[src/rtl/beta_pipeline_sequencer.sv]
// Control unit for an N-stage in-order pipeline: per-pipe occupancy, backpressure
// stalls, oldest-wins precise flushes, fetch halt and saturating per-pipe stall counters.
module beta_pipeline_sequencer #(
    parameter int StageNum = 3,
    parameter int CntWidth = 16
) (
    input  logic                             clk_i,
    input  logic                             rst_i,
    input  logic [StageNum-1:0]              stg_busy_i,
    input  logic [StageNum-1:0]              stg_done_i,
    input  logic [StageNum-1:0]              flush_req_i,
    input  logic                             halt_i,
    input  logic                             cnt_clr_i,
    output logic                             fetch_en_o,
    output logic [StageNum-2:0]              pip_stall_o,
    output logic [StageNum-2:0]              pip_flush_o,
    output logic [StageNum-1:0]              stg_kill_o,
    output logic                             idle_o,
    output logic [(StageNum-1)*CntWidth-1:0] stall_cnt_o
);

    localparam int PipeNum = StageNum - 1;

    logic [PipeNum-1:0]  occ_q, occ_d;
    logic [CntWidth-1:0] cnt_q [PipeNum];
    logic [CntWidth-1:0] cnt_d [PipeNum];
    logic [PipeNum-1:0]  consume;
    logic [PipeNum-1:0]  load;
    logic                stallDn;
    logic                flushAny;
    int                  flushIdx;
    logic                unusedBits;

    // The last stage has no output pipe and stage 0 has no younger work to flush.
    assign unusedBits = stg_done_i[StageNum-1] ^ flush_req_i[0];

    // The oldest requesting stage determines how far back the flush reaches.
    always_comb begin
        flushIdx = 0;
        for (int k = 1; k < StageNum; k++) begin
            if (flush_req_i[k]) flushIdx = k;
        end
        pip_flush_o = '0;
        for (int j = 0; j < PipeNum; j++) pip_flush_o[j] = (j < flushIdx);
        stg_kill_o = '0;
        for (int k = 0; k < StageNum; k++) stg_kill_o[k] = (k < flushIdx);
    end

    assign flushAny = |flush_req_i[StageNum-1:1];

    // Unregistered backpressure chain: a tail stall reaches pipe 0 in the same cycle.
    always_comb begin
        consume     = '0;
        pip_stall_o = '0;
        stallDn     = 1'b0;
        for (int j = PipeNum - 1; j >= 0; j--) begin
            consume[j]     = occ_q[j] & ~stg_busy_i[j+1] & ~stallDn;
            pip_stall_o[j] = occ_q[j] & ~consume[j] & ~pip_flush_o[j];
            stallDn        = pip_stall_o[j];
        end
    end

    always_comb begin
        load  = '0;
        occ_d = '0;
        for (int j = 0; j < PipeNum; j++) begin
            load[j]  = stg_done_i[j] & ~pip_stall_o[j] & ~pip_flush_o[j] & ~stg_kill_o[j];
            occ_d[j] = pip_flush_o[j] ? 1'b0 : (load[j] | (occ_q[j] & ~consume[j]));
        end
    end

    always_comb begin
        for (int j = 0; j < PipeNum; j++) begin
            cnt_d[j] = cnt_q[j];
            if (cnt_clr_i) begin
                cnt_d[j] = '0;
            end else if (pip_stall_o[j] && (cnt_q[j] != '1)) begin
                cnt_d[j] = cnt_q[j] + CntWidth'(1);
            end
        end
    end

    always_ff @(posedge clk_i) begin
        if (rst_i) begin
            occ_q <= '0;
            for (int j = 0; j < PipeNum; j++) cnt_q[j] <= '0;
        end else begin
            occ_q <= occ_d;
            for (int j = 0; j < PipeNum; j++) cnt_q[j] <= cnt_d[j];
        end
    end

    assign fetch_en_o = ~halt_i & ~stg_busy_i[0] & ~pip_stall_o[0] & ~flushAny;
    assign idle_o     = (occ_q == '0) & (stg_busy_i == '0);

    always_comb begin
        stall_cnt_o = '0;
        for (int j = 0; j < PipeNum; j++) stall_cnt_o[j*CntWidth +: CntWidth] = cnt_q[j];
    end

endmodule

[config.mk]
export PLATFORM = sky130hd
export DESIGN_NAME = beta_pipeline_sequencer
export DESIGN_NICKNAME = d
export VERILOG_FILES = /design/src/rtl/beta_pipeline_sequencer.sv
export SDC_FILE = /design/constraint.sdc
export NUM_CORES = 1
export LEC_CHECK = 0
export CAP_MARGIN = 30
export CORE_MARGIN = 4
export CORE_UTILIZATION = 40
export DETAILED_ROUTE_END_ITERATION = 12
export PLACE_DENSITY = 0.69
export SYNTH_ARGS = -nofsm -noshare
export SYNTH_HDL_FRONTEND = slang
export SYNTH_SLANG_ARGS = --single-unit
[constraint.sdc]
create_clock -name clk_i -period 4.45 [get_ports clk_i]
set_clock_uncertainty 0.2 [all_clocks]
set_input_delay 0.89 -clock clk_i [delete_from_list [all_inputs] [get_ports clk_i]]
set_output_delay 0.89 -clock clk_i [all_outputs]
set_load 0.02 [all_outputs]
==> flow_summary.rst <==
.. list-table::
   :header-rows: 1

   * - Metric
     - Value
   * - DRT antenna net count
     - 0
   * - Slowest stage cell, crit path
     - clkdlybuf4s50_1
   * - Number of DRC markers in iteration 0
     - 141
   * - Transition time of the tightest slew-check pin
     - 1046 ps
   * - Prevailing post-synth register cell
     - dfxtp_1
   * - Max-slew headroom at the worst pin
     - 0.2965
   * - Total global routing overflow
     - 0
   * - Placed cell areas
     - 2351 µm²
   * - Worst hold endpoint
     - cnt_q[0][15]
   * - Cells on worst reg2reg path
     - 4
   * - Dpl hpwl
     - 3582 µm
   * - Number of stages on the worst hold path
     - 2
   * - Worst Setup Path Type
     - in -> out
   * - Final hold violation count
     - 0
   * - Buffer levels on the longest clock path
     - 2
   * - Fillers
     - 432
   * - Number of synthesized register bits
     - 34
   * - Number of standard cells in the layout, taps in and fillers out
     - 326
   * - Power density over the cells
     - 245.4 nW/µm²
   * - Crit-path most repeated cell
     - clkdlybuf4s50_1
   * - IO buf count
     - 50
   * - Unrepaired setup endpoints after global routing
     - no
   * - TritonCTS clock tree
     - done
   * - Via count of the first global-routing pass
     - 1765
   * - Row count
     - 24
   * - CP top delay family
     - buffers and inverters
   * - Fraction of the yosys area taken by sequential cells
     - 0.3676
   * - Growth of design area from synthesis to finish
     - 32.91%
   * - Wire length of the first global-routing pass
     - 8252 µm
   * - Yosys warns
     - 0
   * - Resized Gates After CTS
     - 0
   * - Clock Sink Count
     - 34
   * - Number of distinct library cell variants in the gate-level netlist after synthesis
     - 43
   * - Drc violations
     - 0
   * - GR Util All Layers
     - 0.1667
   * - Number of antenna repair diodes
     - 0
   * - Clock transition at the registers of the reported paths
     - 60 ps
   * - Routability congestion estimate from global placement
     - 0.8161
   * - Buffers plus inverters on the worst setup path
     - 2
   * - Proportion of layout cells with a drive suffix above 1
     - 0.04745
   * - Biggest cell delay along the critical path
     - 660 ps
   * - Reg2Reg Setup Slack
     - 1990 ps
   * - Fraction of registers with async set or reset after synthesis
     - 0
   * - Max cap viols
     - 0
   * - Reg-to-reg critical path startpoint
     - occ_q[0]
   * - Wire length per cell after detailed routing
     - 14.92 µm
   * - First-pass iteration count of the detailed router
     - 4
   * - Post-layout net count
     - 288
   * - Post-Synthesis Cell Area
     - 1852 µm²
   * - Number of placed instances with taps included
     - 318
   * - Required arrival time at the worst endpoint
     - 3360 ps
   * - Critical Path Source Type
     - primary input
   * - Core area
     - 4414 µm²
   * - Type of element capturing the critical path
     - primary output
   * - Number of synthesized flops with an enable pin
     - 0
   * - Largest net degree at the start of global routing
     - 26
   * - Final std cell area, no fill
     - 2461 µm²
   * - Net count after synthesis
     - 244
   * - Top achievable clock speed
     - 247.6 MHz
   * - Setup-failing EPs final
     - 0
   * - Maximum resistive drop on vdd
     - 186.2 µV
   * - Number of standard cells after synthesis
     - 229
   * - Static leakage
     - 0.0007237 µW
   * - Worst Path Arrival
     - 2950 ps
   * - Total via count in the routed design
     - 1962
   * - Cell at the root of the clock tree
     - clkbuf_8
   * - Count of H-tree levels built during CTS
     - 2
   * - Number of buffers created by CTS
     - 5
   * - Post-CTS repair timing setup buffer count
     - 0
   * - Result of the run
     - completed
   * - Beginning of the critical path
     - flush_req_i[2]
   * - Count of final max-slew check failures
     - 0
   * - Mean post-synth cell area
     - 8.086 µm²
   * - Worst hold margin
     - 298.4 ps
   * - Time the worst path needs with I/O delays and setup
     - 4039 ps
   * - Antenna violations before repair
     - 0
   * - Number of top-level design ports
     - 54
   * - Final TNS setup
     - 0 ps
   * - Overall die area
     - 5782 µm²
   * - Horizontal die dimension
     - 76.04 µm
   * - Ratio of final minimum period to clock period
     - 0.9077
   * - DIE HEIGHT
     - 76.04 µm
   * - Class of the tightest hold or removal check
     - reg -> reg
   * - Clock latency reported for the late side of the worst-skew pair
     - 280 ps
   * - Number of hold buffers added after CTS
     - 0
   * - CP cell instances
     - clkdlybuf4s50_1 -> and3b_1 -> o21ai_0 -> nor4b_1 -> clkdlybuf4s50_1
   * - Wire length reported by the detailed router
     - 4864 µm
   * - Pwr Total
     - 604.0 µW
   * - Endpoint of the most critical register-to-register path
     - cnt_q[0][9]
   * - Crit path max fanout
     - 8
   * - Initial Util
     - 0.4195
   * - Vias/cell
     - 6.018
   * - Start point of the worst hold path
     - cnt_q[0][15]
logic make-up after synthesis:
group,count (synthesis),synth area share
and+or+nand+nor,107,0.3318
adders and majority gates,2,0.01351
xor gates and xnor gates,1,0.004731
DFF,34,0.3676
other,1,0.002025
muxes,4,0.02162
buffers and inverters,20,0.05135
AOI/OAI and AO/OA,60,0.2074
metal layers:
layer	share of wire	vias to the layer above	wire length (µm)	global-route usage
li1	-	980	-	-
met1	0.51	922	2488	0.2405
met2	0.43	53	2073	0.2432
met3	0.048	7	235	0.03546
met4	0.014	0	67	0.05872
met5	0	-	0	0
cells in the mapped netlist, drive strengths merged (2+ instances only):
library cell | n | area, µm²
nor2 | 8 | 30.03
and4 | 3 | 26.28
a31oi | 2 | 12.51
clkbuf | 9 | 33.78
a211oi | 3 | 22.52
or3 | 9 | 56.30
o311ai | 2 | 17.52
o21ai | 11 | 55.05
buf | 6 | 42.54
ha | 2 | 25.02
nor4b | 2 | 17.52
nand2 | 19 | 71.32
or2 | 3 | 18.77
nand4 | 9 | 56.30
and3 | 4 | 25.02
or4 | 12 | 90.09
nand3 | 13 | 65.06
o41ai | 3 | 26.28
nor4 | 6 | 37.54
inv | 5 | 18.77
nand2b | 2 | 12.51
dfxtp | 34 | 680.7
nor3 | 11 | 55.05
a21oi | 21 | 105.1
mux2i | 4 | 40.04
o31ai | 10 | 75.07
worst max path at each step:
| stage | endpoint | slack (ps) | cells after the start |
|---|---|---|---|
| floorplan | fetch_en_o | 1140 | 4 |
| global placement | fetch_en_o | 420 | 5 |
| detailed placement | fetch_en_o | 420 | 5 |
| CTS | fetch_en_o | 400 | 5 |
| global route | fetch_en_o | 280 | 5 |
| finish | fetch_en_o | 410 | 5 |
metrics by stage:
| step | setup slack (ps) | utilization |
|---|---|---|
| floorplan | 1141 | - |
| global placement | 419.9 | 0.5303 |
| detailed placement | 424.8 | 0.5326 |
| CTS | 395.3 | 0.5575 |
| global route | 276.2 | 0.5575 |
| finish | 410.8 | 0.5575 |
worst reg2reg max path, stage by stage, from the launching register on:
cell,delay (ps)
dfxtp_1,370
or3b_1,420
or4_1,680
or4_1,510
a21oi_1,190
cell usage in the layout (no fill, tap or decap), types with 8 or more instances in the layout:
cell type	count
a21oi_1	21
clkbuf_8	8
clkdlybuf4s50_1	50
dfxtp_1	34
nand2_1	19
nand3_1	13
nand4_1	9
nor2_1	8
nor3_1	11
o21ai_0	11
o31ai_1	10
or3_1	9
or4_1	12
registers in the layout (all words and copies together), names as in the netlist:
| register | cells |
|---|---|
| cnt_q | 32 |
| occ_q | 2 |
final cells by class:
cell class,instances,area (µm²),area share
Inverter,5,18.77,0.007626
Tap cell,52,65.06,0.02644
Timing Repair Buffer,52,510.5,0.2074
Sequential cell,34,680.7,0.2766
Multi-Input combinational cell,175,1076,0.4372
Clock buffer,8,110.1,0.04474
power by group:
group          total, µW  switching [µW]  internal [µW]
Combinational       35.4            19.3           16.1
Clock                263             106            156
Sequential           306            1.04            305
No activity file was read; power rests on OpenSTA's default activity.
